$ cat src/rtl/char_plane_pkg.sv
`default_nettype none
// ----------------------------------------------------------------------------
// char_plane_pkg: shared op codes, control glyphs and FSM states for the plane
// Rev 1.0
// ----------------------------------------------------------------------------
package char_plane_pkg;

    localparam logic [1:0] OP_WRITE_AT = 2'd0;
    localparam logic [1:0] OP_PUT      = 2'd1;
    localparam logic [1:0] OP_CLEAR    = 2'd2;
    localparam logic [1:0] OP_SCROLL   = 2'd3;

    localparam logic [7:0] CH_NEWLINE  = 8'h0A;
    localparam logic [7:0] CH_ERASE    = 8'hFF;

    typedef enum logic [1:0] {
        ST_IDLE   = 2'd0,
        ST_CLEAR  = 2'd1,
        ST_SCROLL = 2'd2
    } state_e;

endpackage
`default_nettype wire

$ cat src/rtl/char_plane_cursor.sv
`default_nettype none
// ----------------------------------------------------------------------------
// char_plane_cursor: cursor registers and PUT position/newline/backspace logic
// Rev 1.0
// ----------------------------------------------------------------------------
module char_plane_cursor
    import char_plane_pkg::*;
#(
    parameter int ROWS   = 7,
    parameter int COLS   = 20,
    parameter int CHAR_W = 8,
    parameter int ROW_W  = $clog2(ROWS),
    parameter int COL_W  = $clog2(COLS)
) (
    input  logic              clk,
    input  logic              rst_n,
    input  logic              put_i,
    input  logic              home_i,
    input  logic [CHAR_W-1:0] char_i,
    output logic [ROW_W-1:0]  cur_row_o,
    output logic [COL_W-1:0]  cur_col_o,
    output logic              wr_en_o,
    output logic              wr_erase_o,
    output logic [ROW_W-1:0]  wr_row_o,
    output logic [COL_W-1:0]  wr_col_o,
    output logic              wrap_o
);

    localparam logic [ROW_W-1:0] LAST_ROW = ROW_W'(ROWS - 1);
    localparam logic [COL_W-1:0] LAST_COL = COL_W'(COLS - 1);

    logic [ROW_W-1:0] row_q, row_d;
    logic [COL_W-1:0] col_q, col_d;
    logic             newline;

    always_ff @(posedge clk or negedge rst_n) begin
        if (!rst_n) begin
            row_q <= '0;
            col_q <= '0;
        end else begin
            row_q <= row_d;
            col_q <= col_d;
        end
    end

    always_comb begin
        row_d      = row_q;
        col_d      = col_q;
        newline    = 1'b0;
        wrap_o     = 1'b0;
        wr_en_o    = 1'b0;
        wr_erase_o = 1'b0;
        wr_row_o   = row_q;
        wr_col_o   = col_q;
        if (home_i) begin
            row_d = '0;
            col_d = '0;
        end else if (put_i) begin
            if (char_i == CHAR_W'(CH_NEWLINE)) begin
                newline = 1'b1;
            end else if (char_i == CHAR_W'(CH_ERASE)) begin
                // Backspace erases the cell it lands on, not the one it left.
                wr_en_o    = 1'b1;
                wr_erase_o = 1'b1;
                if (col_q != '0) begin
                    col_d = col_q - 1'b1;
                end else if (row_q != '0) begin
                    row_d = row_q - 1'b1;
                    col_d = LAST_COL;
                end
                wr_row_o = row_d;
                wr_col_o = col_d;
            end else begin
                wr_en_o = 1'b1;
                if (col_q == LAST_COL) begin
                    newline = 1'b1;
                end else begin
                    col_d = col_q + 1'b1;
                end
            end
            if (newline) begin
                col_d = '0;
                if (row_q == LAST_ROW) begin
                    wrap_o = 1'b1;
                end else begin
                    row_d = row_q + 1'b1;
                end
            end
        end
    end

    assign cur_row_o = row_q;
    assign cur_col_o = col_q;

endmodule
`default_nettype wire

$ cat src/rtl/char_plane_ctrl.sv
`default_nettype none
// ----------------------------------------------------------------------------
// char_plane_ctrl: ROWS x COLS glyph plane with command port, cursor and sweeps
// Rev 1.0
// ----------------------------------------------------------------------------
module char_plane_ctrl
    import char_plane_pkg::*;
#(
    parameter int ROWS   = 7,
    parameter int COLS   = 20,
    parameter int CHAR_W = 8,
    parameter int BLANK  = 129,
    parameter int ROW_W  = $clog2(ROWS),
    parameter int COL_W  = $clog2(COLS)
) (
    input  logic              clk,
    input  logic              reset,
    input  logic              cmd_valid,
    output logic              cmd_ready,
    input  logic [1:0]        cmd_op,
    input  logic [ROW_W-1:0]  cmd_row,
    input  logic [COL_W-1:0]  cmd_col,
    input  logic [CHAR_W-1:0] cmd_char,
    input  logic [ROW_W-1:0]  rd_row,
    input  logic [COL_W-1:0]  rd_col,
    output logic [CHAR_W-1:0] rd_data,
    output logic [ROW_W-1:0]  cur_row,
    output logic [COL_W-1:0]  cur_col,
    output logic              busy
);

    localparam int                CELLS     = ROWS * COLS;
    localparam int                ADDR_W    = $clog2(CELLS);
    localparam logic [ADDR_W-1:0] LAST_CELL = ADDR_W'(CELLS - 1);
    localparam logic [ADDR_W-1:0] SHIFT_END = ADDR_W'((ROWS - 1) * COLS);
    localparam logic [CHAR_W-1:0] BLANK_C   = CHAR_W'(BLANK);

    function automatic logic [ADDR_W-1:0] lin_addr(input logic [ROW_W-1:0] r,
                                                   input logic [COL_W-1:0] c);
        return ADDR_W'(r) * ADDR_W'(COLS) + ADDR_W'(c);
    endfunction

    function automatic logic in_range(input logic [ROW_W-1:0] r, input logic [COL_W-1:0] c);
        return ({1'b0, r} < (ROW_W + 1)'(ROWS)) && ({1'b0, c} < (COL_W + 1)'(COLS));
    endfunction

    state_e              state_q, state_d;
    logic [ADDR_W-1:0]   sweep_q, sweep_d;
    logic [CHAR_W-1:0]   mem [CELLS];
    logic [CHAR_W-1:0]   rd_data_q;
    logic                mem_we;
    logic [ADDR_W-1:0]   mem_waddr;
    logic [CHAR_W-1:0]   mem_wdata;
    logic                put, home, wrap;
    logic                cur_wr_en, cur_wr_erase;
    logic [ROW_W-1:0]    cur_wr_row;
    logic [COL_W-1:0]    cur_wr_col;

    assign put  = cmd_valid && (state_q == ST_IDLE) && (cmd_op == OP_PUT);
    assign home = (state_q == ST_CLEAR) && (sweep_q == LAST_CELL);

    char_plane_cursor #(
        .ROWS   (ROWS),
        .COLS   (COLS),
        .CHAR_W (CHAR_W),
        .ROW_W  (ROW_W),
        .COL_W  (COL_W)
    ) u_cursor (
        .clk        (clk),
        .rst_n      (reset),
        .put_i      (put),
        .home_i     (home),
        .char_i     (cmd_char),
        .cur_row_o  (cur_row),
        .cur_col_o  (cur_col),
        .wr_en_o    (cur_wr_en),
        .wr_erase_o (cur_wr_erase),
        .wr_row_o   (cur_wr_row),
        .wr_col_o   (cur_wr_col),
        .wrap_o     (wrap)
    );

    // Reset parks the FSM in CLEAR so the plane is blanked after release.
    always_ff @(posedge clk or negedge reset) begin
        if (!reset) begin
            state_q   <= ST_CLEAR;
            sweep_q   <= '0;
            rd_data_q <= BLANK_C;
        end else begin
            state_q   <= state_d;
            sweep_q   <= sweep_d;
            rd_data_q <= in_range(rd_row, rd_col) ? mem[lin_addr(rd_row, rd_col)] : BLANK_C;
        end
    end

    always_ff @(posedge clk) begin
        if (mem_we) begin
            mem[mem_waddr] <= mem_wdata;
        end
    end

    always_comb begin
        state_d   = state_q;
        sweep_d   = sweep_q;
        mem_we    = 1'b0;
        mem_waddr = sweep_q;
        mem_wdata = BLANK_C;
        case (state_q)
            ST_IDLE: begin
                if (cmd_valid) begin
                    case (cmd_op)
                        OP_WRITE_AT: begin
                            mem_we    = in_range(cmd_row, cmd_col);
                            mem_waddr = lin_addr(cmd_row, cmd_col);
                            mem_wdata = (cmd_char == CHAR_W'(CH_ERASE)) ? BLANK_C : cmd_char;
                        end
                        OP_PUT: begin
                            mem_we    = cur_wr_en;
                            mem_waddr = lin_addr(cur_wr_row, cur_wr_col);
                            mem_wdata = cur_wr_erase ? BLANK_C : cmd_char;
                            if (wrap) begin
                                state_d = ST_SCROLL;
                                sweep_d = '0;
                            end
                        end
                        OP_CLEAR: begin
                            state_d = ST_CLEAR;
                            sweep_d = '0;
                        end
                        default: begin
                            state_d = ST_SCROLL;
                            sweep_d = '0;
                        end
                    endcase
                end
            end
            ST_CLEAR, ST_SCROLL: begin
                mem_we = 1'b1;
                // Lower cells are rewritten first, so the source row is still intact.
                if ((state_q == ST_SCROLL) && (sweep_q < SHIFT_END)) begin
                    mem_wdata = mem[sweep_q + ADDR_W'(COLS)];
                end
                if (sweep_q == LAST_CELL) begin
                    state_d = ST_IDLE;
                    sweep_d = '0;
                end else begin
                    sweep_d = sweep_q + 1'b1;
                end
            end
            default: begin
                state_d = ST_CLEAR;
                sweep_d = '0;
            end
        endcase
        if (!reset) begin
            mem_we = 1'b0;
        end
    end

    assign cmd_ready = (state_q == ST_IDLE);
    assign busy      = (state_q != ST_IDLE);
    assign rd_data   = rd_data_q;

endmodule
`default_nettype wire

$ cat config.mk
export PLATFORM = sky130hd
export DESIGN_NAME = char_plane_ctrl
export DESIGN_NICKNAME = d
export VERILOG_FILES = /design/src/rtl/char_plane_pkg.sv /design/src/rtl/char_plane_cursor.sv /design/src/rtl/char_plane_ctrl.sv
export SDC_FILE = /design/constraint.sdc
export NUM_CORES = 2
export LEC_CHECK = 0
export CORE_MARGIN = 2
export CORE_UTILIZATION = 45
export DETAILED_ROUTE_END_ITERATION = 6
export PLACE_DENSITY = 0.6
export SLEW_MARGIN = 20
export SYNTH_ARGS = -nofsm -noshare
export SYNTH_HDL_FRONTEND = slang
export SYNTH_HIERARCHICAL = 1
export SYNTH_SLANG_ARGS = --single-unit
$ cat constraint.sdc
create_clock -name clk -period 14.6 [get_ports clk]
set_input_delay 4.38 -clock clk [delete_from_list [all_inputs] [get_ports clk]]
set_output_delay 4.38 -clock clk [all_outputs]
set_load 0.01 [all_outputs]
==> out/metrics.cfg <==
[final_layout]
final_common_cell = edfxtp_1
regArea_mm2 = 0.0343
layout_common_cells = edfxtp_1, mux4_2, nor2_1
syn_to_final_growth_pct = 10.7
nNetsFinal = 3193
layout-drive-gt1-share_pct = 26.9
fillers = 10000
multi_input_area_mm2 = 0.0201
fin_cells = 4866

[critical_path]
crit_required_ns = 14.98
crit_arrival_ns = 11.01
path_class = input port to register
end_kind = register
slowest_delay_ns = 0.98
crit_chain = clkdlybuf4s50_1, inv_1, nor3_2, and2_1, nor2b_1, o2111a_1, and2_1, nand2_1, xnor2_1, inv_1, fa_1, nor2b_1, o21ai_0, xor2_1, mux2i_1, mux2i_1, nand4b_1, nor2_1
crit_fanout = 13
crit_slowest_cell = nand4b_1
cp-start-kind = input port

[global_route]
grt_overflow = 0
grt_pass1_vias = 33500
track_usage_pct = 30.3
grt_first_pass_wirelength_um = 267000
antenna_found_initial = 8
grt_max_degree = 133

[drt]
dr.pass1.iters = 7
viasPerCell = 7.09
routed_wl_um = 191000
vias = 34500
detail_route.wl_per_cell_um = 39.3
drc = 0
initialDrtViolationCount = 5433
ant_nets = 0

[sta]
fmax_mhz = 94.1
slew_headroom_pct = 16.7
finalSetupViolCount = 0
slew_violations = 0
fin_crit_ns = 10.63
skew_ns = 0.0470
setup_tns_ns = 0
final-hold-violation-count = 0
tightestPinTransition_ns = 1.25
rsz0062_at_grt = no
final.period_utilization_pct = 72.8

[pwr]
p_int_mw = 6.92
power_density_mw_per_mm2 = 171
p_leak_nw = 19.2
ir_drop_mv = 0.332
power_frac_clock_pct = 29.5
swShare_pct = 34.4
p_seq_share_pct = 39.6
combPwrFrac_pct = 30.9
p_switching_mw = 3.63

[yosys]
yosysWarnings = 6
synth_ff_type = edfxtp_1
synth_area_per_cell_um2 = 17.9
synth_cells = 3104
synth-async-reset-ratio_pct = 2.27
synth_cell_type_count = 86
synth_edf_count = 1120
syn_nets = 3168
syn_area_mm2 = 0.0557
yosys_register_bits = 1146
synth-seq-area-share_pct = 61.6

[floorplan]
core-area_mm2 = 0.123
rows = 129
io-pin-count = 47
initial_core_util_pct = 45.2
die_y_um = 356
dieWidth_um = 356
die_area_mm2 = 0.127

[cts]
postCtsSetupBuffers = 0
clock_latency_ns = 0.77
clk_pin_slew_ns = 0.06
cts_resized = 0
cts_buffers = 117
holdBufCountCts = 0
cts_tree = done
root_buffer = clkbuf_16
clk_path_buf_depth = 3
clock_sink_count = 1146
h-tree-depth = 3

[placement]
place_congestion = 1.01
place_hpwl_um = 128000
numPortBuffers = 46
place_inst = 4647

[flow_run]
drv_cap = 0

[hold_path]
hold_class = register to register

[outcome]
status = finished, final reports clean

==> synth_stat cells (12+ instances only) <==
master	count	area, µm²
clkbuf_1	78	293
a211oi_1	22	165
edfxtp_1	1120	33600
buf_4	40	300
dfrtp_1	23	576
and3_1	12	75.1
o221ai_1	29	254
o22ai_1	31	194
buf_2	48	240
mux4_2	531	12000
buf_6	32	360
a22oi_1	78	586
inv_1	27	101
nor3_1	63	315
nand2_1	139	522
o21ai_0	53	265
a31oi_1	15	93.8
nor2_1	186	698
and2_1	13	81.3
nand4_1	18	113
xnor2_1	13	114
nand3_1	45	225
ha_1	32	400
a21oi_1	66	330
buf_1	16	60.1
a22o_1	15	131
mux2i_1	131	1310
nor2b_1	18	113
==> worst max-delay path, delay by kind of cell <==
kind / cells / cell delay, ns
AOI/OAI and AO/OA: 2 / 0.57
xor gates and xnor gates: 2 / 0.40
adders and majority gates: 1 / 0.44
buffers and inverters: 3 / 0.67
muxes: 2 / 0.75
and+or+nand+nor: 8 / 3.77
==> layer usage <==
metal | part of all wire (%) | wire length [µm] | vias to the layer above | GRT usage (%)
li1 | - | - | 13200 | -
met1 | 36 | 69500 | 18000 | 41.2
met2 | 44 | 84700 | 2742 | 44.6
met3 | 13 | 25500 | 520 | 8.82
met4 | 6.0 | 11500 | 14 | 15.4
met5 | 0.066 | 126 | - | 0
==> flip-flops by register name (all words and copies together), names as in the netlist <==
register and cells:
mem 1120, u_cursor/cur_row_o 3, sweep_q 8, state_q 2
rd_data 8, u_cursor/cur_col_o 5
==> stage by stage <==
stage / hold slack, ns / cell area [µm²] / utilization, % / total power [mW] / setup WS, ns
global placement: 0.544 / 57700 / 46.8 / 7.43 / 3.53
global route: 0.601 / 61700 / 50.0 / 10.8 / 3.72
finish: 0.576 / 61700 / 50.0 / 10.5 / 3.97
detailed placement: 0.567 / 57700 / 46.8 / 7.43 / 3.42
floorplan: 0.527 / 55700 / - / 6.24 / 2.41
CTS: 0.571 / 61600 / 50.0 / 10.5 / 4.19
==> path summary, 6_finish.rpt <==
check                           start               endpoint  slack (ns)  depth (start not counted)
max in group asynchronous       reset             sweep_q[0]       10.20                          2
setup / recovery            cmd_valid             mem[61][1]        3.97                         18
setup reg to reg           sweep_q[0]             mem[86][5]        6.87                         13
hold reg to reg            state_q[0]             state_q[0]        0.58                          2
min in group asynchronous       reset  u_cursor/cur_col_o[3]        4.04                          2
hold / removal             state_q[0]             state_q[0]        0.58                          2
==> power groups by stage <==
stage / Clock (mW) / Sequential (mW) / Combinational [mW]
2_1_floorplan: 0 / 4.30 / 1.95
3_3_place_gp: 0 / 4.25 / 3.17
3_5_place_dp: 0 / 4.25 / 3.18
4_1_cts: 3.14 / 4.18 / 3.18
5_1_grt: 3.25 / 4.19 / 3.35
6_report: 3.11 / 4.18 / 3.26
==> area by class of cell <==
class / count / share of cell area [%]
antenna: 1 / 0.00406
clock buffer: 134 / 4.89
clock inverter: 84 / 1.51
inverter: 27 / 0.164
multi-input combinational: 1707 / 32.6
sequential: 1146 / 55.6
tap: 1637 / 3.32
timing repair buffer: 130 / 1.87
==> logic make-up (layout without fill, tap and decap cells) <==
| kind of cell | Yosys count | in the layout | synth area share, % |
|---|---|---|---|
| buf+inv | 251 | 375 | 2.75 |
| simple gates | 565 | 565 | 4.85 |
| fa+ha+maj | 35 | 35 | 0.827 |
| xor+xnor | 24 | 24 | 0.377 |
| mux | 685 | 685 | 24.6 |
| flops | 1146 | 1146 | 61.6 |
| compound gates | 398 | 398 | 5.05 |
| other cells | 0 | 1 | 0 |
Note: power is estimated with default switching activity, not from simulation.
